**config.mk**
```make
export PLATFORM = sky130hd
export DESIGN_NAME = inst_fetch_responder
export DESIGN_NICKNAME = d
export VERILOG_FILES = /design/src/rtl/inst_fetch_responder_pkg.sv /design/src/rtl/fetch_watchdog.sv /design/src/rtl/inst_fetch_responder.sv
export SDC_FILE = /design/constraint.sdc
export NUM_CORES = 1
export LEC_CHECK = 0
export CAP_MARGIN = 25
export CORE_MARGIN = 3
export CORE_UTILIZATION = 24
export DETAILED_ROUTE_END_ITERATION = 8
export GPL_TIMING_DRIVEN = 0
export PLACE_DENSITY_LB_ADDON = 0.3
export REMOVE_ABC_BUFFERS = 1
export SETUP_SLACK_MARGIN = 0.3
export SYNTH_ARGS = -nofsm -noshare
export SYNTH_HDL_FRONTEND = slang
export SYNTH_SLANG_ARGS = --single-unit
export TNS_END_PERCENT = 50
```
**constraint.sdc**
```tcl
create_clock -name clk -period 3.85 [get_ports clk]
set_clock_uncertainty 0.05 [all_clocks]
set_input_delay 0.77 -clock clk [delete_from_list [all_inputs] [get_ports clk]]
set_output_delay 0.77 -clock clk [all_outputs]
set_load 0.05 [all_outputs]
```
**src/rtl/inst_fetch_responder_pkg.sv**
```systemverilog
// Shared types and constants for the instruction fetch responder.
package inst_fetch_responder_pkg;

    localparam int          HALF_W = 16;
    localparam logic [31:0] NOP    = 32'h0000_0013;

    typedef enum logic [2:0] {
        IDLE,
        FETCH_LO,
        FETCH_HI,
        PF_LO,
        PF_HI
    } fetch_state_t;

endpackage

```
**src/rtl/fetch_watchdog.sv**
```systemverilog
// Beat watchdog: counts consecutive waiting cycles and pulses expire on the last one.
module fetch_watchdog #(
    parameter int TIMEOUT_CYCLES = 255
) (
    input  logic clk,
    input  logic rst,
    input  logic waiting,
    output logic expire
);

    localparam int CNT_W = (TIMEOUT_CYCLES > 1) ? $clog2(TIMEOUT_CYCLES) : 1;
    localparam logic [CNT_W-1:0] LAST = CNT_W'(TIMEOUT_CYCLES - 1);

    logic [CNT_W-1:0] count;

    assign expire = waiting && (count == LAST);

    always_ff @(posedge clk) begin
        if (rst || !waiting || expire) begin
            count <= '0;
        end else begin
            count <= count + CNT_W'(1);
        end
    end

endmodule

```
**src/rtl/inst_fetch_responder.sv**
```systemverilog
// Fetch responder: one-word demand buffer filled by two 16-bit beats on the backing bus.
// Optional next-word prefetch entry is enabled with INST_FETCH_PREFETCH_EN.
module inst_fetch_responder
    import inst_fetch_responder_pkg::*;
#(
    parameter int ADDR_W         = 32,
    parameter int TIMEOUT_CYCLES = 255
) (
    input  logic              clk,
    input  logic              rst,
    input  logic [ADDR_W-1:0] inst_addr,
    output logic [31:0]       instruction,
    output logic              inst_ready,
    output logic              mem_req,
    output logic [ADDR_W-1:0] mem_addr,
    input  logic              mem_ack,
    input  logic [HALF_W-1:0] mem_rdata,
    output logic              fetch_err
);

    localparam int TAG_W = ADDR_W - 2;

    fetch_state_t      state;
    fetch_state_t      beat;
    logic [TAG_W-1:0]  req_tag;
    logic [TAG_W-1:0]  fetch_tag;
    logic [TAG_W-1:0]  buf_tag;
    logic [31:0]       buf_data;
    logic [31:0]       word;
    logic [HALF_W-1:0] lo_half;
    logic              buf_valid;
    logic              buf_hit;
    logic              hit;
    logic              tag_match;
    logic              waiting;
    logic              expire;
    logic              unused_addr_bits;

    assign req_tag          = inst_addr[ADDR_W-1:2];
    assign unused_addr_bits = ^inst_addr[1:0];
    assign buf_hit          = buf_valid && (req_tag == buf_tag);
    assign tag_match        = (req_tag == fetch_tag);
    assign word             = {mem_rdata, lo_half};
    assign waiting          = mem_req && !mem_ack;

`ifdef INST_FETCH_PREFETCH_EN
    logic [TAG_W-1:0] pf_tag;
    logic [31:0]      pf_data;
    logic             pf_valid;
    logic             pf_match;
    logic             pf_take;
    logic             demand_done;

    assign pf_match    = pf_valid && (req_tag == pf_tag);
    assign hit         = buf_hit || pf_match;
    assign demand_done = (beat == FETCH_HI) && mem_ack;
    assign pf_take     = pf_match && !buf_hit && !demand_done;

    // A demand miss on the word already being prefetched takes over the beats in flight.
    always_comb begin
        beat = state;
        if (!hit && tag_match && state == PF_LO) beat = FETCH_LO;
        if (!hit && tag_match && state == PF_HI) beat = FETCH_HI;
    end
`else
    assign hit  = buf_hit;
    assign beat = state;
`endif

    fetch_watchdog #(
        .TIMEOUT_CYCLES(TIMEOUT_CYCLES)
    ) u_watchdog (
        .clk    (clk),
        .rst    (rst),
        .waiting(waiting),
        .expire (expire)
    );

    always_ff @(posedge clk) begin
        if (rst) begin
            state       <= IDLE;
            instruction <= NOP;
            inst_ready  <= 1'b0;
            mem_req     <= 1'b0;
            mem_addr    <= '0;
            fetch_err   <= 1'b0;
            buf_valid   <= 1'b0;
            buf_tag     <= '0;
            buf_data    <= NOP;
            fetch_tag   <= '0;
            lo_half     <= '0;
`ifdef INST_FETCH_PREFETCH_EN
            pf_valid    <= 1'b0;
            pf_tag      <= '0;
            pf_data     <= NOP;
`endif
        end else begin
            state      <= beat;
            inst_ready <= buf_hit;
            if (buf_hit) instruction <= buf_data;
`ifdef INST_FETCH_PREFETCH_EN
            if (pf_take) begin
                inst_ready  <= 1'b1;
                instruction <= pf_data;
                buf_tag     <= pf_tag;
                buf_data    <= pf_data;
                buf_valid   <= 1'b1;
                pf_valid    <= 1'b0;
            end
`endif
            if (expire) begin
                state       <= IDLE;
                mem_req     <= 1'b0;
                fetch_err   <= 1'b1;
                buf_valid   <= 1'b0;
                inst_ready  <= 1'b1;
                instruction <= NOP;
            end else begin
                case (beat)
                    IDLE: begin
                        if (!hit) begin
                            fetch_tag <= req_tag;
                            mem_req   <= 1'b1;
                            mem_addr  <= {req_tag, 2'b00};
                            state     <= FETCH_LO;
                        end
                    end
                    FETCH_LO: begin
                        if (mem_ack) begin
                            lo_half  <= mem_rdata;
                            mem_addr <= {fetch_tag, 2'b10};
                            state    <= FETCH_HI;
                        end
                    end
                    FETCH_HI: begin
                        if (mem_ack) begin
                            buf_valid  <= 1'b1;
                            buf_tag    <= fetch_tag;
                            buf_data   <= word;
                            inst_ready <= tag_match;
                            if (tag_match) instruction <= word;
`ifdef INST_FETCH_PREFETCH_EN
                            fetch_tag <= fetch_tag + TAG_W'(1);
                            mem_addr  <= {fetch_tag + TAG_W'(1), 2'b00};
                            pf_valid  <= 1'b0;
                            state     <= PF_LO;
`else
                            mem_req   <= 1'b0;
                            state     <= IDLE;
`endif
                        end
                    end
`ifdef INST_FETCH_PREFETCH_EN
                    PF_LO: begin
                        if (mem_ack) begin
                            lo_half  <= mem_rdata;
                            mem_addr <= {fetch_tag, 2'b10};
                            state    <= PF_HI;
                        end
                    end
                    PF_HI: begin
                        if (mem_ack) begin
                            pf_tag   <= fetch_tag;
                            pf_data  <= word;
                            pf_valid <= 1'b1;
                            mem_req  <= 1'b0;
                            state    <= IDLE;
                        end
                    end
`endif
                    default: state <= IDLE;
                endcase
            end
        end
    end

endmodule

```
==> results of run 1 <==
[per-stage QoR]
| stage | std cells | worst slack [ps] | util |
|---|---|---|---|
| after CTS | 1513 | 310 | 0.315 |
| after detailed placement | 1481 | -367 | 0.298 |
| after global placement | 1461 | -6070 | 0.287 |
| after floorplan | 899 | -736 | - |
| after global routing | 1513 | 376 | 0.315 |
| final | 1513 | 529 | 0.315 |
[layout by cell type (no fill, tap or decap), types with 2 or more instances in the layout]
master           synthesis  layout
nand2b_1                61      60
nor2_2                   0       2
o311a_1                  3       3
clkbuf_1                47       2
clkinv_2                 0       2
xor2_1                  38      38
nand2_1                159     159
nand3_1                 37      37
a31oi_1                  2       2
and4_1                   3       3
dfxtp_1                185     185
clkdlybuf4s50_1          0     113
buf_16                   0       6
nor3_2                   0       2
clkinv_4                 0       4
nand4_1                 19      19
nor3_1                   4       2
ha_1                     2       2
nor2_1                  29      27
nand3b_1                 4       4
xnor2_1                 28      28
inv_6                    0       3
nor4_1                  12      12
a21oi_1                135     135
mux2i_1                 59      59
nor4_2                   2       2
mux2_2                  30      30
buf_6                    4       8
o211ai_1                 3       3
clkbuf_16                0      17
inv_1                    3       3
and3_2                   0       2
o21ai_1                 59      59
buf_8                    0       6
clkinvlp_4               0       2
[critical path, stage by stage]
cell	delay [ps]
clkdlybuf4s50_1	500
xnor2_1	330
nand4_1	210
nor4_4	470
nand3_4	400
and3_2	510
buf_12	230
mux2i_1	140
[what timing repair did]
item,CTS,global route
cloned,0,0
pin swaps,0,1
resized for setup,1,3
setup buffers,0,0
setup endpoints to repair,22,38
[state kept, by name, summed over array words and instances, names as in the netlist]
name and cells:
lo_half 16, u_watchdog.count 8, fetch_tag 30, buf_valid 1, buf_tag 30, buf_data 32, beat 2, inst_ready 1
mem_req 1, instruction 32, fetch_err 1, mem_addr 31
[power by group through the flow]
| stage | Clock (mW) | Sequential (mW) | Combinational (mW) |
|---|---|---|---|
| 4_1_cts | 1.78 | 2.05 | 0.677 |
| 6_report | 1.71 | 2.05 | 0.665 |
| 5_1_grt | 1.85 | 2.06 | 0.719 |
| 3_5_place_dp | 0 | 2.09 | 0.673 |
| 3_3_place_gp | 0 | 2.09 | 0.657 |
| 2_1_floorplan | 0 | 2.19 | 0.284 |
[metal layers]
metal,wire (um),GRT usage,vias up
met3,950,0.0314,11
met1,11500,0.175,3198
li1,-,-,3505
met5,13,0,-
met4,144,0.0261,2
met2,11300,0.215,118
[worst max path at each step]
stage | from | endpoint | slack [ps]
finish | inst_addr[4] | fetch_tag[12]$_SDFFE_PP0P_ | 530
global route | inst_addr[4] | fetch_tag[12]$_SDFFE_PP0P_ | 380
CTS | mem_ack | instruction[5]$_SDFF_PP0_ | 310
detailed placement | inst_addr[19] | fetch_tag[4]$_SDFFE_PP0P_ | -370
global placement | rst | u_watchdog.count[5]$_SDFF_PP0_ | -6070
floorplan | mem_ack | buf_data[10]$_SDFFE_PP0P_ | -740
[cell families (layout without fill, tap and decap cells)]
group / Yosys count / count (layout)
flops: 185 / 185
fa+ha+maj: 2 / 2
compound gates: 207 / 207
xor+xnor: 66 / 66
mux: 89 / 89
other cells: 1 / 1
buf+inv: 75 / 169
simple gates: 346 / 346
[final cells by class]
class | instances | area share
Clock buffer | 20 | 0.0417
Clock inverter | 12 | 0.0109
Inverter | 3 | 0.00105
Multi-Input combinational cell | 711 | 0.408
Sequential cell | 185 | 0.346
Tap cell | 448 | 0.0524
Timing Repair Buffer | 134 | 0.140
==> run_summary.xml, run 1 <==
<?xml version="1.0" encoding="UTF-8"?>
<metrics>
  <group name="hold_path">
    <metric name="hold_path_class" unit="">register to register</metric>
    <metric name="whs_endpoint" unit="">buf_data[14]$_SDFFE_PP0P_</metric>
    <metric name="hold_path_startpoint" unit="">buf_data[14]$_SDFFE_PP0P_</metric>
    <metric name="worstHoldPathCells" unit="">2</metric>
  </group>
  <group name="logic_synthesis">
    <metric name="area_leader_netlist" unit="">dfxtp_1</metric>
    <metric name="ys_ff_latch" unit="">185</metric>
    <metric name="synthDominantCellAreaShare" unit="">0.443</metric>
    <metric name="synthAdderAreaFrac" unit="">0.00299</metric>
    <metric name="synth_mux_area_frac" unit="">0.111</metric>
    <metric name="synth.lib_cells_used.distinct" unit="">46</metric>
    <metric name="top_post_synthesis_cells_by_area" unit="">dfxtp_1 44%, a21oi_1 8.1%, nand2_1 7.1%, mux2i_1 7.1%, nand2b_1 4.6%</metric>
    <metric name="total_of_warnings_raised_by_yosys" unit="">0</metric>
    <metric name="yosys.area_share.simple" unit="">0.205</metric>
    <metric name="yosysMostFrequentCell" unit="">dfxtp_1</metric>
    <metric name="syn_inst" unit="">971</metric>
    <metric name="synth_xor_area_frac" unit="">0.0691</metric>
    <metric name="synth_top_family_by_area" unit="">simple AND/OR/NAND/NOR gates</metric>
    <metric name="synth.avg_cell_area" unit="um^2">8.62</metric>
    <metric name="netlist_area" unit="um^2">8370</metric>
    <metric name="ys_async_rst_share" unit="">0</metric>
    <metric name="synth_edf_count" unit="">0</metric>
    <metric name="synth_compound_area_frac" unit="">0.129</metric>
    <metric name="ys_seq_area_frac" unit="">0.443</metric>
    <metric name="yosys_most_used_dff" unit="">dfxtp_1</metric>
    <metric name="synth_top_cells_by_count" unit="">185 x dfxtp_1, 159 x nand2_1, 135 x a21oi_1, 61 x nand2b_1</metric>
  </group>
  <group name="final_layout">
    <metric name="multi_input_comb_area" unit="um^2">4360</metric>
    <metric name="final_design_area_no_fill" unit="um^2">10700</metric>
    <metric name="area.growth.synth_to_final" unit="%">27.8</metric>
    <metric name="diodes" unit="">0</metric>
    <metric name="fillers" unit="">3592</metric>
    <metric name="post_route_cells_drive_above_1_share" unit="">0.0911</metric>
    <metric name="finish.net_count" unit="">1105</metric>
    <metric name="area.sequential" unit="um^2">3700</metric>
  </group>
  <group name="pwr">
    <metric name="intPower" unit="mW">3.18</metric>
    <metric name="net-switching-power" unit="mW">1.25</metric>
    <metric name="fin_total_pwr" unit="mW">4.43</metric>
    <metric name="pwr-share-comb" unit="">0.150</metric>
    <metric name="ir_worst_vdd" unit="V">0.000309</metric>
    <metric name="seq_power_share" unit="">0.463</metric>
    <metric name="static-leakage-power" unit="nW">3.92</metric>
    <metric name="switching_share" unit="">0.282</metric>
    <metric name="clock_power_share" unit="">0.387</metric>
    <metric name="power_density" unit="nW/um^2">414</metric>
  </group>
  <group name="clock_tree">
    <metric name="cts_max_path_buffers" unit="">2</metric>
    <metric name="cts_hold_buffers" unit="">0</metric>
    <metric name="cts.root.buffer_cell" unit="">clkbuf_16</metric>
    <metric name="clock_sink_count" unit="">185</metric>
    <metric name="cts_htree_levels" unit="">4</metric>
    <metric name="clk_latency" unit="ps">430</metric>
    <metric name="worst_setup_hold_path_clk_slew" unit="ps">70</metric>
    <metric name="tritoncts.num_buffers" unit="">17</metric>
    <metric name="tritoncts" unit="">done</metric>
  </group>
  <group name="timing">
    <metric name="post-route-period-util" unit="">0.863</metric>
    <metric name="slew_viols_final" unit="">0</metric>
    <metric name="finalSetupTns" unit="ps">0</metric>
    <metric name="setup_viol" unit="">0</metric>
    <metric name="slew-limit-headroom" unit="">0.361</metric>
    <metric name="hold_ws" unit="ps">404</metric>
    <metric name="worst_slew_pin_slew" unit="ps">958</metric>
    <metric name="post-route-min-period" unit="ps">3320</metric>
    <metric name="hold_viol_final" unit="">0</metric>
    <metric name="fmax" unit="MHz">301</metric>
    <metric name="setup_repair_after_global_routing_missed_its_margin" unit="">no</metric>
  </group>
  <group name="floorplan">
    <metric name="die_area" unit="um^2">37100</metric>
    <metric name="core_area" unit="um^2">34000</metric>
    <metric name="floorplan.die.height" unit="um">193</metric>
    <metric name="starting_density" unit="">0.247</metric>
    <metric name="ios" unit="">118</metric>
    <metric name="placement_rows" unit="">67</metric>
    <metric name="die_width" unit="um">193</metric>
  </group>
  <group name="detailed_routing">
    <metric name="drc_errors" unit="">0</metric>
    <metric name="first_pass_detailed_route_iteration_total" unit="">5</metric>
    <metric name="finalWirelength" unit="um">24000</metric>
    <metric name="drt.antenna.violating_nets" unit="">0</metric>
    <metric name="total_number_of_vias" unit="">6834</metric>
    <metric name="route.detailed.wl_per_inst" unit="um">15.8</metric>
    <metric name="first_iter_violations" unit="">330</metric>
    <metric name="via_per_inst" unit="">4.52</metric>
  </group>
  <group name="placement">
    <metric name="placement.io_buffers" unit="">114</metric>
    <metric name="placed_cell_area" unit="um^2">10100</metric>
    <metric name="half_perimeter_wire_length_after_detailed_placement" unit="um">16700</metric>
    <metric name="routabilityCongestion" unit="">0.721</metric>
  </group>
  <group name="run_status">
    <metric name="status" unit="">finished clean</metric>
  </group>
  <group name="critical_path">
    <metric name="critical_path_arrival" unit="ps">3580</metric>
    <metric name="r2r-end" unit="">instruction[21]$_SDFF_PP0_</metric>
    <metric name="ff2ff_setup_slack" unit="ps">1000</metric>
    <metric name="worst_setup_path_end_kind" unit="">register</metric>
    <metric name="endpoint_required_time_on_the_critical_path" unit="ps">4110</metric>
    <metric name="critPathMaxFanout" unit="">22</metric>
    <metric name="r2r_start" unit="">beat[1]$_SDFFE_PP0P_</metric>
    <metric name="path_class" unit="">input port to register</metric>
    <metric name="worst-r2r-cell-count" unit="">8</metric>
    <metric name="critical_path_start_type" unit="">input port</metric>
  </group>
  <group name="run">
    <metric name="number_of_violations_of_the_max_capacitance_limit" unit="">0</metric>
  </group>
  <group name="grt">
    <metric name="antenna_violations_before_repair" unit="">1</metric>
    <metric name="globalRouteTotalUtil" unit="">0.131</metric>
    <metric name="grt-ovfl-total" unit="">0</metric>
    <metric name="grt_pass1_wl" unit="um">38000</metric>
    <metric name="grt_max_degree" unit="">123</metric>
    <metric name="first_global_vias" unit="">6695</metric>
  </group>
</metrics>
(Power assumes the default switching activity.)
==> inputs of run 2 (changes only) <==
SLEW_MARGIN = 20   (was not set)
==> run 2 against run 1 <==
  * Clock-buffer cell count is 1 lower
  * Clock power increased by 4%
  * Critical endpoint is now instruction[13]$_SDFF_PP0_
  * Cell area decreased by 0.19%
  * Largest cell class unchanged
  * Largest power group unchanged
  * Register-to-register slack lost 30 ps
  * Non-clock buffer count is 4 higher
  * Sequential share of layout area is 0.065 points higher
  * Cell count increased by 0.33%
==> run_summary.xml, run 2 (synthesis gave the netlist of run 1 again) <==
<?xml version="1.0" encoding="UTF-8"?>
<metrics>
  <group name="run_status">
    <metric name="status" unit="">finished clean</metric>
  </group>
  <group name="placement">
    <metric name="placed_cell_area" unit="um^2">10100</metric>
    <metric name="placement.io_buffers" unit="">114</metric>
    <metric name="half_perimeter_wire_length_after_detailed_placement" unit="um">16400</metric>
    <metric name="preCtsSetupSlack" unit="ps">-369</metric>
    <metric name="place.detailed.instances" unit="">1484</metric>
    <metric name="routabilityCongestion" unit="">0.721</metric>
  </group>
  <group name="pwr">
    <metric name="switching_share" unit="">0.280</metric>
    <metric name="net-switching-power" unit="mW">1.25</metric>
    <metric name="ir_worst_vdd" unit="V">0.000306</metric>
    <metric name="clock_power_share" unit="">0.394</metric>
    <metric name="intPower" unit="mW">3.22</metric>
    <metric name="seq_power_share" unit="">0.458</metric>
    <metric name="static-leakage-power" unit="nW">3.92</metric>
    <metric name="pwr-share-comb" unit="">0.148</metric>
    <metric name="power_density" unit="nW/um^2">419</metric>
  </group>
  <group name="timing">
    <metric name="fmax" unit="MHz">303</metric>
    <metric name="setup_repair_after_global_routing_missed_its_margin" unit="">no</metric>
    <metric name="post-route-min-period" unit="ps">3300</metric>
    <metric name="finalSetupTns" unit="ps">0</metric>
    <metric name="slew-limit-headroom" unit="">0.350</metric>
    <metric name="post-route-period-util" unit="">0.858</metric>
    <metric name="hold_ws" unit="ps">403</metric>
    <metric name="post_route_worst_setup_slack" unit="ps">548</metric>
    <metric name="worst_slew_pin_slew" unit="ps">975</metric>
    <metric name="hold_viol_final" unit="">0</metric>
    <metric name="slew_viols_final" unit="">0</metric>
    <metric name="setup_viol" unit="">0</metric>
  </group>
  <group name="grt">
    <metric name="antenna_violations_before_repair" unit="">1</metric>
    <metric name="globalRouteTotalUtil" unit="">0.132</metric>
    <metric name="grt_max_degree" unit="">123</metric>
    <metric name="grt-ovfl-total" unit="">0</metric>
    <metric name="grt_pass1_wl" unit="um">38500</metric>
    <metric name="first_global_vias" unit="">6713</metric>
  </group>
  <group name="critical_path">
    <metric name="path_class" unit="">input port to register</metric>
    <metric name="r2r-end" unit="">instruction[15]$_SDFF_PP0_</metric>
    <metric name="endpoint_required_time_on_the_critical_path" unit="ps">4120</metric>
    <metric name="cp_top_family" unit="">simple AND/OR/NAND/NOR gates</metric>
    <metric name="critical_path_arrival" unit="ps">3570</metric>
    <metric name="worst-r2r-cell-count" unit="">8</metric>
    <metric name="endpoint" unit="">instruction[13]$_SDFF_PP0_</metric>
    <metric name="worst_setup_path_end_kind" unit="">register</metric>
    <metric name="series_of_cell_instances_along_the_critical_path" unit="">clkdlybuf4s50_1 &gt; xnor2_1 &gt; nand4_1 &gt; nor4_4 &gt; nand3_2 &gt; mux2i_1 &gt; a21oi_1</metric>
    <metric name="crit_path_start" unit="">inst_addr[29]</metric>
    <metric name="r2r_start" unit="">beat[1]$_SDFFE_PP0P_</metric>
    <metric name="critPathMaxFanout" unit="">16</metric>
    <metric name="critical_path_start_type" unit="">input port</metric>
    <metric name="cpMaxStageDelayCell" unit="">nand3_2</metric>
    <metric name="critical_path.max_stage_delay" unit="ps">690</metric>
    <metric name="worst-path-stages" unit="">7</metric>
    <metric name="path_buf_inv" unit="">1</metric>
    <metric name="ff2ff_setup_slack" unit="ps">970</metric>
  </group>
  <group name="detailed_routing">
    <metric name="via_per_inst" unit="">4.54</metric>
    <metric name="drt.antenna.violating_nets" unit="">0</metric>
    <metric name="total_number_of_vias" unit="">6885</metric>
    <metric name="first_pass_detailed_route_iteration_total" unit="">4</metric>
    <metric name="finalWirelength" unit="um">24300</metric>
    <metric name="first_iter_violations" unit="">375</metric>
    <metric name="drc_errors" unit="">0</metric>
    <metric name="route.detailed.wl_per_inst" unit="um">16.0</metric>
  </group>
  <group name="final_layout">
    <metric name="layout_common_cells" unit="">185 x dfxtp_1, 159 x nand2_1, 135 x a21oi_1, 113 x clkdlybuf4s50_1, 60 x nand2b_1</metric>
    <metric name="finish.net_count" unit="">1110</metric>
    <metric name="layout_commonest_cell" unit="">dfxtp_1</metric>
    <metric name="instances_no_fill" unit="">1518</metric>
    <metric name="post_route_cells_drive_above_1_share" unit="">0.0963</metric>
    <metric name="biggestRegsByFlops" unit="">buf_data (32), instruction (32), mem_addr (31)</metric>
    <metric name="fillers" unit="">3637</metric>
    <metric name="area.growth.synth_to_final" unit="%">27.6</metric>
    <metric name="final_design_area_no_fill" unit="um^2">10700</metric>
    <metric name="diodes" unit="">0</metric>
  </group>
  <group name="floorplan">
    <metric name="starting_density" unit="">0.247</metric>
    <metric name="ios" unit="">118</metric>
    <metric name="core_area" unit="um^2">34000</metric>
    <metric name="die_area" unit="um^2">37100</metric>
    <metric name="floorplan.die.height" unit="um">193</metric>
    <metric name="die_width" unit="um">193</metric>
    <metric name="placement_rows" unit="">67</metric>
  </group>
  <group name="hold_path">
    <metric name="hold_path_class" unit="">register to register</metric>
  </group>
  <group name="clock_tree">
    <metric name="tritoncts.num_buffers" unit="">17</metric>
    <metric name="clk_latency" unit="ps">440</metric>
    <metric name="tritoncts" unit="">done</metric>
    <metric name="clock_sink_count" unit="">185</metric>
    <metric name="cts_htree_levels" unit="">4</metric>
    <metric name="cts.root.buffer_cell" unit="">clkbuf_16</metric>
    <metric name="worst_setup_hold_path_clk_slew" unit="ps">70</metric>
    <metric name="cts_max_path_buffers" unit="">2</metric>
    <metric name="cts_hold_buffers" unit="">0</metric>
  </group>
  <group name="run">
    <metric name="number_of_violations_of_the_max_capacitance_limit" unit="">0</metric>
  </group>
</metrics>
-- run 2: changes by cell type in the layout (fill, tap and decap cells not counted), sizes merged --
cell and change:
nand3 +1, inv +1, clkbuf -1, bufinv +1
buf +4, clkinv -2, clkinvlp +1
-- run 2: per-layer routing --
metal	up-vias	global-route usage	wire length (um)
met5	-	0	13
met2	120	0.218	11500
met1	3246	0.178	11500
met4	2	0.0263	165
met3	13	0.0303	1160
li1	3504	-	-
-- run 2: through the flow --
step / total power [mW] / utilization
after floorplan: 2.47 / -
after global placement: 2.75 / 0.287
after detailed placement: 2.76 / 0.297
after CTS: 4.55 / 0.315
after global routing: 4.68 / 0.315
final: 4.48 / 0.315
-- run 2: how the worst min path moves through the flow --
stage / start / endpoint / slack (ps) / cells past startpoint
after detailed placement: buf_data[11]$_SDFFE_PP0P_ / buf_data[11]$_SDFFE_PP0P_ / 400 / 2
final: buf_data[2]$_SDFFE_PP0P_ / buf_data[2]$_SDFFE_PP0P_ / 400 / 2
after global routing: buf_data[30]$_SDFFE_PP0P_ / buf_data[30]$_SDFFE_PP0P_ / 420 / 2
after global placement: buf_data[14]$_SDFFE_PP0P_ / buf_data[14]$_SDFFE_PP0P_ / 390 / 2
after floorplan: buf_data[10]$_SDFFE_PP0P_ / buf_data[10]$_SDFFE_PP0P_ / 380 / 2
after CTS: buf_data[18]$_SDFFE_PP0P_ / buf_data[18]$_SDFFE_PP0P_ / 410 / 2
-- run 2: worst register-to-register path: cells and delay by family (launching register included) --
family	cells	cell delay (ps)
buffers and inverters	2	580
AND/OR/NAND/NOR	4	1340
AO/OA/AOI/OAI	2	270
flip-flops	1	520
-- run 2: final cells by class --
| class | instances | area [um^2] | share of cell area |
|---|---|---|---|
| Timing Repair Buffer | 138 | 1450 | 0.135 |
| Multi-Input combinational cell | 712 | 4380 | 0.410 |
| Clock inverter | 13 | 145 | 0.0136 |
| Sequential cell | 185 | 3700 | 0.347 |
| Clock buffer | 19 | 433 | 0.0405 |
| Inverter | 3 | 11.3 | 0.00105 |
| Tap cell | 448 | 561 | 0.0525 |
-- run 2: power by group through the flow --
stage               Combinational, mW  Clock, mW  Sequential, mW
floorplan                       0.284          0            2.19
global placement                0.657          0            2.09
detailed placement              0.671          0            2.09
CTS                             0.675       1.83            2.05
global route                    0.718       1.90            2.06
finish                          0.663       1.77            2.05
-- run 2: timing repair --
item                                    in CTS  in global routing
endpoints found under the setup margin      22                  0
buffers inserted                             1                  0
gates resized for setup                      1                  0
